$ cat src/rtl/io_input_port_if.sv
// Processor-side IO read bus of the input port: word address, read strobe, read data and event line.
interface io_input_port_if;
  logic [3:0]  io_addr;
  logic        io_read_en;
  logic [31:0] io_read_data;
  logic        event_pending;

  modport master (
    output io_addr,
    output io_read_en,
    input  io_read_data,
    input  event_pending
  );

  modport slave (
    input  io_addr,
    input  io_read_en,
    output io_read_data,
    output event_pending
  );
endinterface

$ cat src/rtl/io_input_port.sv
// Memory-mapped input port: synchronizes and debounces switches/buttons, latches sticky press flags
// and a wrapping press count, and serves them on the IO read bus.
module io_input_port #(
  parameter int N_BTN           = 4,
  parameter int N_SW            = 8,
  parameter int DEBOUNCE_CYCLES = 1000000,
  parameter int CNT_W           = 20
) (
  input  logic             clk,
  input  logic             reset_n,
  input  logic [N_BTN-1:0] btn_in,
  input  logic [N_SW-1:0]  sw_in,
  io_input_port_if.slave   bus
);

  localparam int N_IN = N_BTN + N_SW;
  localparam logic [CNT_W-1:0] CNT_LAST = CNT_W'(DEBOUNCE_CYCLES - 1);

  logic [N_IN-1:0]  raw;
  logic [N_IN-1:0]  meta_q;
  logic [N_IN-1:0]  sync_q;
  logic [N_IN-1:0]  db;
  logic [N_BTN-1:0] btn_db;
  logic [N_SW-1:0]  sw_db;

  assign raw    = {sw_in, btn_in};
  assign btn_db = db[N_BTN-1:0];
  assign sw_db  = db[N_IN-1:N_BTN];

  always_ff @(posedge clk or negedge reset_n) begin
    if (!reset_n) begin
      meta_q <= '0;
      sync_q <= '0;
    end else begin
      meta_q <= raw;
      sync_q <= meta_q;
    end
  end

  // One independent debouncer per input; any return to the accepted level restarts the count.
  genvar gi;
  generate
    for (gi = 0; gi < N_IN; gi++) begin : g_db
      logic [CNT_W-1:0] cnt_q, cnt_d;
      logic             db_q, db_d;

      always_comb begin
        db_d  = db_q;
        cnt_d = '0;
        if (sync_q[gi] != db_q) begin
          if (cnt_q == CNT_LAST) begin
            db_d = sync_q[gi];
          end else begin
            cnt_d = cnt_q + CNT_W'(1);
          end
        end
      end

      always_ff @(posedge clk or negedge reset_n) begin
        if (!reset_n) begin
          cnt_q <= '0;
          db_q  <= 1'b0;
        end else begin
          cnt_q <= cnt_d;
          db_q  <= db_d;
        end
      end

      assign db[gi] = db_q;
    end
  endgenerate

  logic [N_BTN-1:0] btn_prev_q;
  logic [N_BTN-1:0] flag_q, flag_d;
  logic [15:0]      count_q, count_d;
  logic [N_BTN-1:0] rise;
  logic             clear;
  logic [4:0]       pop;

  assign rise  = btn_db & ~btn_prev_q;
  assign clear = bus.io_read_en && (bus.io_addr == 4'd2);

  // A press landing in the same cycle as a clear survives it.
  always_comb begin
    flag_d = (clear ? '0 : flag_q) | rise;
    pop    = '0;
    for (int i = 0; i < N_BTN; i++) begin
      pop = pop + {4'd0, rise[i]};
    end
    count_d = count_q + 16'(pop);
  end

  always_ff @(posedge clk or negedge reset_n) begin
    if (!reset_n) begin
      btn_prev_q <= '0;
      flag_q     <= '0;
      count_q    <= '0;
    end else begin
      btn_prev_q <= btn_db;
      flag_q     <= flag_d;
      count_q    <= count_d;
    end
  end

  logic [31:0] rdata;

  always_comb begin
    rdata = '0;
    case (bus.io_addr)
      4'd0:    rdata[N_SW-1:0]  = sw_db;
      4'd1:    rdata[N_BTN-1:0] = btn_db;
      4'd2:    rdata[N_BTN-1:0] = flag_q;
      4'd3:    rdata[15:0]      = count_q;
      default: rdata = '0;
    endcase
  end

  assign bus.io_read_data  = rdata;
  assign bus.event_pending = |flag_q;

endmodule
$ cat src/flat_wrapper.sv
// flat-port wrapper written by rule: the top's interface ports become plain ports
module io_input_port_flat 
#(
  parameter int N_BTN           = 4,
  parameter int N_SW            = 8,
  parameter int DEBOUNCE_CYCLES = 1000000,
  parameter int CNT_W           = 20
)
  (clk, reset_n, btn_in, sw_in, bus_io_addr, bus_io_read_en, bus_io_read_data, bus_event_pending);
  io_input_port_if bus_i ();
  input  logic clk;
  input  logic reset_n;
  input  logic [N_BTN-1:0] btn_in;
  input  logic [N_SW-1:0] sw_in;
  input wire logic [$bits(bus_i.io_addr)-1:0] bus_io_addr;
  input wire logic [$bits(bus_i.io_read_en)-1:0] bus_io_read_en;
  output wire logic [$bits(bus_i.io_read_data)-1:0] bus_io_read_data;
  output wire logic [$bits(bus_i.event_pending)-1:0] bus_event_pending;
  assign bus_i.io_addr = bus_io_addr;
  assign bus_i.io_read_en = bus_io_read_en;
  assign bus_io_read_data = bus_i.io_read_data;
  assign bus_event_pending = bus_i.event_pending;
  io_input_port #(.N_BTN(N_BTN), .N_SW(N_SW), .DEBOUNCE_CYCLES(DEBOUNCE_CYCLES), .CNT_W(CNT_W)) u_core (.clk(clk), .reset_n(reset_n), .btn_in(btn_in), .sw_in(sw_in), .bus(bus_i));
endmodule
$ cat config.mk
export PLATFORM = sky130hd
export DESIGN_NAME = io_input_port_flat
export DESIGN_NICKNAME = d
export VERILOG_FILES = /design/src/rtl/io_input_port_if.sv /design/src/rtl/io_input_port.sv /design/src/flat_wrapper.sv
export SDC_FILE = /design/constraint.sdc
export NUM_CORES = 1
export LEC_CHECK = 0
export BUFFER_PORTS_ARGS = -buffer_cell sky130_fd_sc_hd__buf_2
export CAP_MARGIN = 25
export CORE_MARGIN = 2
export CORE_UTILIZATION = 46
export CTS_BUF_LIST = sky130_fd_sc_hd__clkbuf_8 sky130_fd_sc_hd__clkbuf_16
export CTS_CLUSTER_DIAMETER = 200
export CTS_CLUSTER_SIZE = 20
export DETAILED_ROUTE_END_ITERATION = 8
export GPL_TIMING_DRIVEN = 1
export PLACE_DENSITY = 0.64
export SLEW_MARGIN = 20
export SYNTH_ARGS = -nofsm -noshare
export SYNTH_HDL_FRONTEND = slang
export SYNTH_SLANG_ARGS = --single-unit
$ cat constraint.sdc
create_clock -name clk -period 3.32 [get_ports clk]
set_input_delay 0.664 -clock clk [delete_from_list [all_inputs] [get_ports clk]]
set_output_delay 0.664 -clock clk [all_outputs]
set_load 0.02 [all_outputs]
==> qor.txt <==
FLOORPLANNING
----------------------------------------------------------------------------------------
Floorplan row count .......................................................           65
Total core area ...........................................................    31500 µm²
Number of ports placed on the die boundary ................................           52
Effective utilization at floorplan ........................................        46.5%
Floorplan die area ........................................................    33300 µm²
Vertical die dimension ....................................................       182 µm
Floorplan die width .......................................................       182 µm

MIN PATH
----------------------------------------------------------------------------------------
Worst hold path class ..................................................... input pin to async pin

WORST SETUP PATH
----------------------------------------------------------------------------------------
Largest fanout on the critical path .......................................            7
Required time of the critical path ........................................      3.74 ns
Data arrival time of the critical path ....................................      3.28 ns
Nature of the critical path endpoint ......................................         flop
Crit Path Class ........................................................... flop to flop
Kind of launch point of the worst setup path ..............................         flop

GLOBAL ROUTING
----------------------------------------------------------------------------------------
Vias in the first global route ............................................        10249
Wire length of the first global-routing pass ..............................      49.7 mm
Global-route usage over all layers ........................................        17.6%
Overall overflow remaining after global route .............................            0
Pin count of the biggest net entering global routing ......................           78
Initial antenna violation count ...........................................            1

ROUTE
----------------------------------------------------------------------------------------
Remaining antenna violation count after routing ...........................            0
Number of search-and-repair iterations in the first detailed-routing pass .            5
Mean number of vias per cell ..............................................         5.51
Residual DRC count ........................................................            0
WL/cell ...................................................................      14.8 µm
Number of DRC markers after the initial detailed-route iteration ..........          634
Post-detailed-routing wire length .........................................      28.0 mm
Vias post-DR ..............................................................        10413

STA
----------------------------------------------------------------------------------------
Share of the clock period used by the worst path ..........................        86.2%
Time the worst path needs with I/O delays and setup .......................      2.86 ns
Unrepaired setup endpoints after global routing ...........................           no
Slew Viols, Final .........................................................            0
Worst hold slack ..........................................................    0.0941 ns
Worst max-slew margin expressed relative to the limit .....................        47.2%
Setup violations, final ...................................................            0
Sum of negative setup slack ...............................................         0 ns
Fmax ......................................................................      349 MHz
Worst clock skew on the final layout ......................................    0.0213 ns
Worst Tran Pin Value ......................................................     0.791 ns
Hold violation count in the final report ..................................            0

CLOCK TREE
----------------------------------------------------------------------------------------
Buffer depth of the longest clock path ....................................            3
Master cell of the clock root buffer ...................................... sky130_fd_sc_hd__clkbuf_16
Cts hold-fix bufs .........................................................            0
Clock buffers created by TritonCTS ........................................           18
Clock tree from TritonCTS .................................................        built
Maximum level of the CTS H-tree ...........................................            1
PostCTS Resize Cnt ........................................................            0
Count of buffers added by post-CTS timing repair for setup ................            0
Number of clock sinks seen by CTS .........................................          300
Clock latency at the later pin of the worst-skew pair .....................      0.51 ns
Clock Pin Slew Worst Setup and Hold Paths .................................      0.08 ns

FLOW RUN
----------------------------------------------------------------------------------------
Max-Cap Viols .............................................................            0

CELLS AND AREA
----------------------------------------------------------------------------------------
Final standard cell area without fillers ..................................    15700 µm²
Total number of nets in the final design ..................................         1527
Non-filler instance count after layout ....................................         1891
Layout area overhead ......................................................        7.48%
Layout cell share with drive strength beyond 1 ............................        6.79%

SYNTHESIS
----------------------------------------------------------------------------------------
Yosys Warn Count ..........................................................            0
Share of the yosys chip area belonging to registers .......................        51.3%
#FFs+latches synth ........................................................          300
Top flip-flop cell by instance count after synthesis ...................... sky130_fd_sc_hd__dfrtp_1
Area contributors post-synth .............................................. sky130_fd_sc_hd__dfrtp_1, sky130_fd_sc_hd__xnor2_1, sky130_fd_sc_hd__nor2_1
Number of enable flip-flop cells after synthesis ..........................            0
Synthesized cell area .....................................................    14600 µm²
Area share of the largest cell type after synthesis .......................        51.3%
Post-Synthesis Mean Instance Area .........................................     10.0 µm²
Share of flip-flops with an asynchronous set or reset after synthesis .....         100%
Cell taking the most area after synthesis ................................. sky130_fd_sc_hd__dfrtp_1
Number of distinct standard cells referenced by the synthesized netlist ...           45
Synthesized instance count ................................................         1457

PLACE
----------------------------------------------------------------------------------------
Count of input and output buffers .........................................           35
Placed instance count .....................................................         1871
Post-placement cell area ..................................................    15300 µm²
Final weighted congestion in routability-driven placement .................        0.827
Hpwl dp ...................................................................      19.3 mm

POWER AND IR DROP
----------------------------------------------------------------------------------------
Total power density per cell area .........................................   394 nW/µm²
Peak supply drop ..........................................................   0.000296 V
Leakage power figure ......................................................      6.46 nW

OUTCOME
----------------------------------------------------------------------------------------
Run status ................................................................ finished clean

==> state kept, by name, indices dropped and copies added, names as in the netlist <==
name	count
u_core.btn_prev_q	4
u_core.count_q	16
u_core.flag_q	4
u_core.g_db.cnt_q	240
u_core.g_db.db_q	12
u_core.meta_q	12
u_core.sync_q	12
==> where the power goes <==
group | total, mW | internal, mW | switching [mW]
logic | 0.272 | 0.0777 | 0.195
registers | 3.75 | 3.70 | 0.0500
clock network | 2.17 | 1.02 | 1.15
==> layer usage <==
| layer | vias to the layer above | wire [µm] | track usage, % |
|---|---|---|---|
| li1 | 5195 | - | - |
| met1 | 5099 | 14100 | 26.1 |
| met2 | 88 | 12500 | 27.3 |
| met3 | 31 | 746 | 2.12 |
| met4 | 0 | 613 | 4.77 |
| met5 | - | 0 | 0 |
==> per-stage QoR <==
step                util (%)  total power, mW  setup WS, ns
finish                  50.0             6.20         0.458
global route            50.0             6.50         0.280
CTS                     50.0             6.32         0.462
detailed placement      48.5             4.11         0.476
global placement        48.5             4.10         0.530
floorplan                  -             3.97         0.584
==> cells in the mapped netlist, types with 2 or more instances <==
library cell	instances
sky130_fd_sc_hd__or4_1	34
sky130_fd_sc_hd__xor2_1	74
sky130_fd_sc_hd__and3_1	31
sky130_fd_sc_hd__and4_1	13
sky130_fd_sc_hd__inv_1	46
sky130_fd_sc_hd__nor3b_1	2
sky130_fd_sc_hd__fa_1	2
sky130_fd_sc_hd__ha_1	17
sky130_fd_sc_hd__o21ai_0	38
sky130_fd_sc_hd__buf_4	17
sky130_fd_sc_hd__or2_2	3
sky130_fd_sc_hd__o31ai_2	5
sky130_fd_sc_hd__a21o_1	3
sky130_fd_sc_hd__nor2_1	188
sky130_fd_sc_hd__buf_2	13
sky130_fd_sc_hd__nand4b_1	10
sky130_fd_sc_hd__o31ai_4	3
sky130_fd_sc_hd__nor4bb_1	3
sky130_fd_sc_hd__a21oi_1	72
sky130_fd_sc_hd__xnor2_1	102
sky130_fd_sc_hd__mux4_2	4
sky130_fd_sc_hd__nand2_1	79
sky130_fd_sc_hd__nor4b_1	10
sky130_fd_sc_hd__nand2b_1	4
sky130_fd_sc_hd__and2_1	22
sky130_fd_sc_hd__dfrtp_1	300
sky130_fd_sc_hd__nand3_1	93
sky130_fd_sc_hd__nor4_1	35
sky130_fd_sc_hd__nor3_1	42
sky130_fd_sc_hd__nor2b_1	4
sky130_fd_sc_hd__o31ai_1	28
sky130_fd_sc_hd__or4b_1	11
sky130_fd_sc_hd__mux2_2	12
sky130_fd_sc_hd__clkbuf_1	22
sky130_fd_sc_hd__or3_1	37
sky130_fd_sc_hd__nand4_1	69
==> logic make-up after synthesis <==
logic type	Yosys count	synth area share (%)
compound gates	152	6.50
xor+xnor	176	10.5
other cells	1	0.0256
flops	300	51.3
mux	16	1.54
simple gates	695	25.4
buf+inv	98	3.06
fa+ha+maj	19	1.73
==> area by class of cell <==
type                       instances  area [µm²]
clock buffer                      19         475
inverter                          46         173
timing repair buffer              49         328
sequential                       300        7510
antenna                            1        2.50
fill                            2865       15700
multi-input combinational       1074        6750
tap                              402         503
==> final timing paths <==
kind	startpoint	end	slack, ns	cells past startpoint
min in group clk	sw_in[6]	u_core.meta_q[10]	0.25	1
worst max register to register	u_core.g_db[0].db_q	u_core.count_q[15]	0.46	12
worst max-delay path	u_core.g_db[0].db_q	u_core.count_q[15]	0.46	12
worst min register to register	u_core.meta_q[9]	u_core.sync_q[9]	0.35	0
worst min-delay path	reset_n	u_core.g_db[2].cnt_q[18]	0.09	1
max in group asynchronous	reset_n	u_core.g_db[5].cnt_q[11]	2.29	2
==> worst max-delay path, cell delays in order, from the launching register on <==
cell and delay, ns:
sky130_fd_sc_hd__dfrtp_1 0.43, sky130_fd_sc_hd__nor2b_1 0.17, sky130_fd_sc_hd__ha_1 0.27, sky130_fd_sc_hd__inv_1 0.05, sky130_fd_sc_hd__fa_1 0.39, sky130_fd_sc_hd__inv_1 0.07
sky130_fd_sc_hd__ha_1 0.25, sky130_fd_sc_hd__ha_1 0.29, sky130_fd_sc_hd__a21o_1 0.11, sky130_fd_sc_hd__a21oi_1 0.06, sky130_fd_sc_hd__buf_4 0.16, sky130_fd_sc_hd__nor4b_1 0.37
sky130_fd_sc_hd__xor2_1 0.17
==> layout by cell type (no fill, tap or decap), drive strengths merged, types with 19 or more instances in the layout <==
| master | n |
|---|---|
| nor4 | 35 |
| or4 | 35 |
| or3 | 37 |
| clkbuf | 19 |
| dfrtp | 300 |
| nand2 | 79 |
| o31ai | 36 |
| and3 | 32 |
| inv | 46 |
| nand4 | 69 |
| buf | 49 |
| a21oi | 72 |
| xnor2 | 102 |
| nor3 | 42 |
| and2 | 22 |
| nor2 | 188 |
| o21ai | 39 |
| xor2 | 74 |
| nand3 | 95 |
No activity file was read; power rests on OpenSTA's default activity.
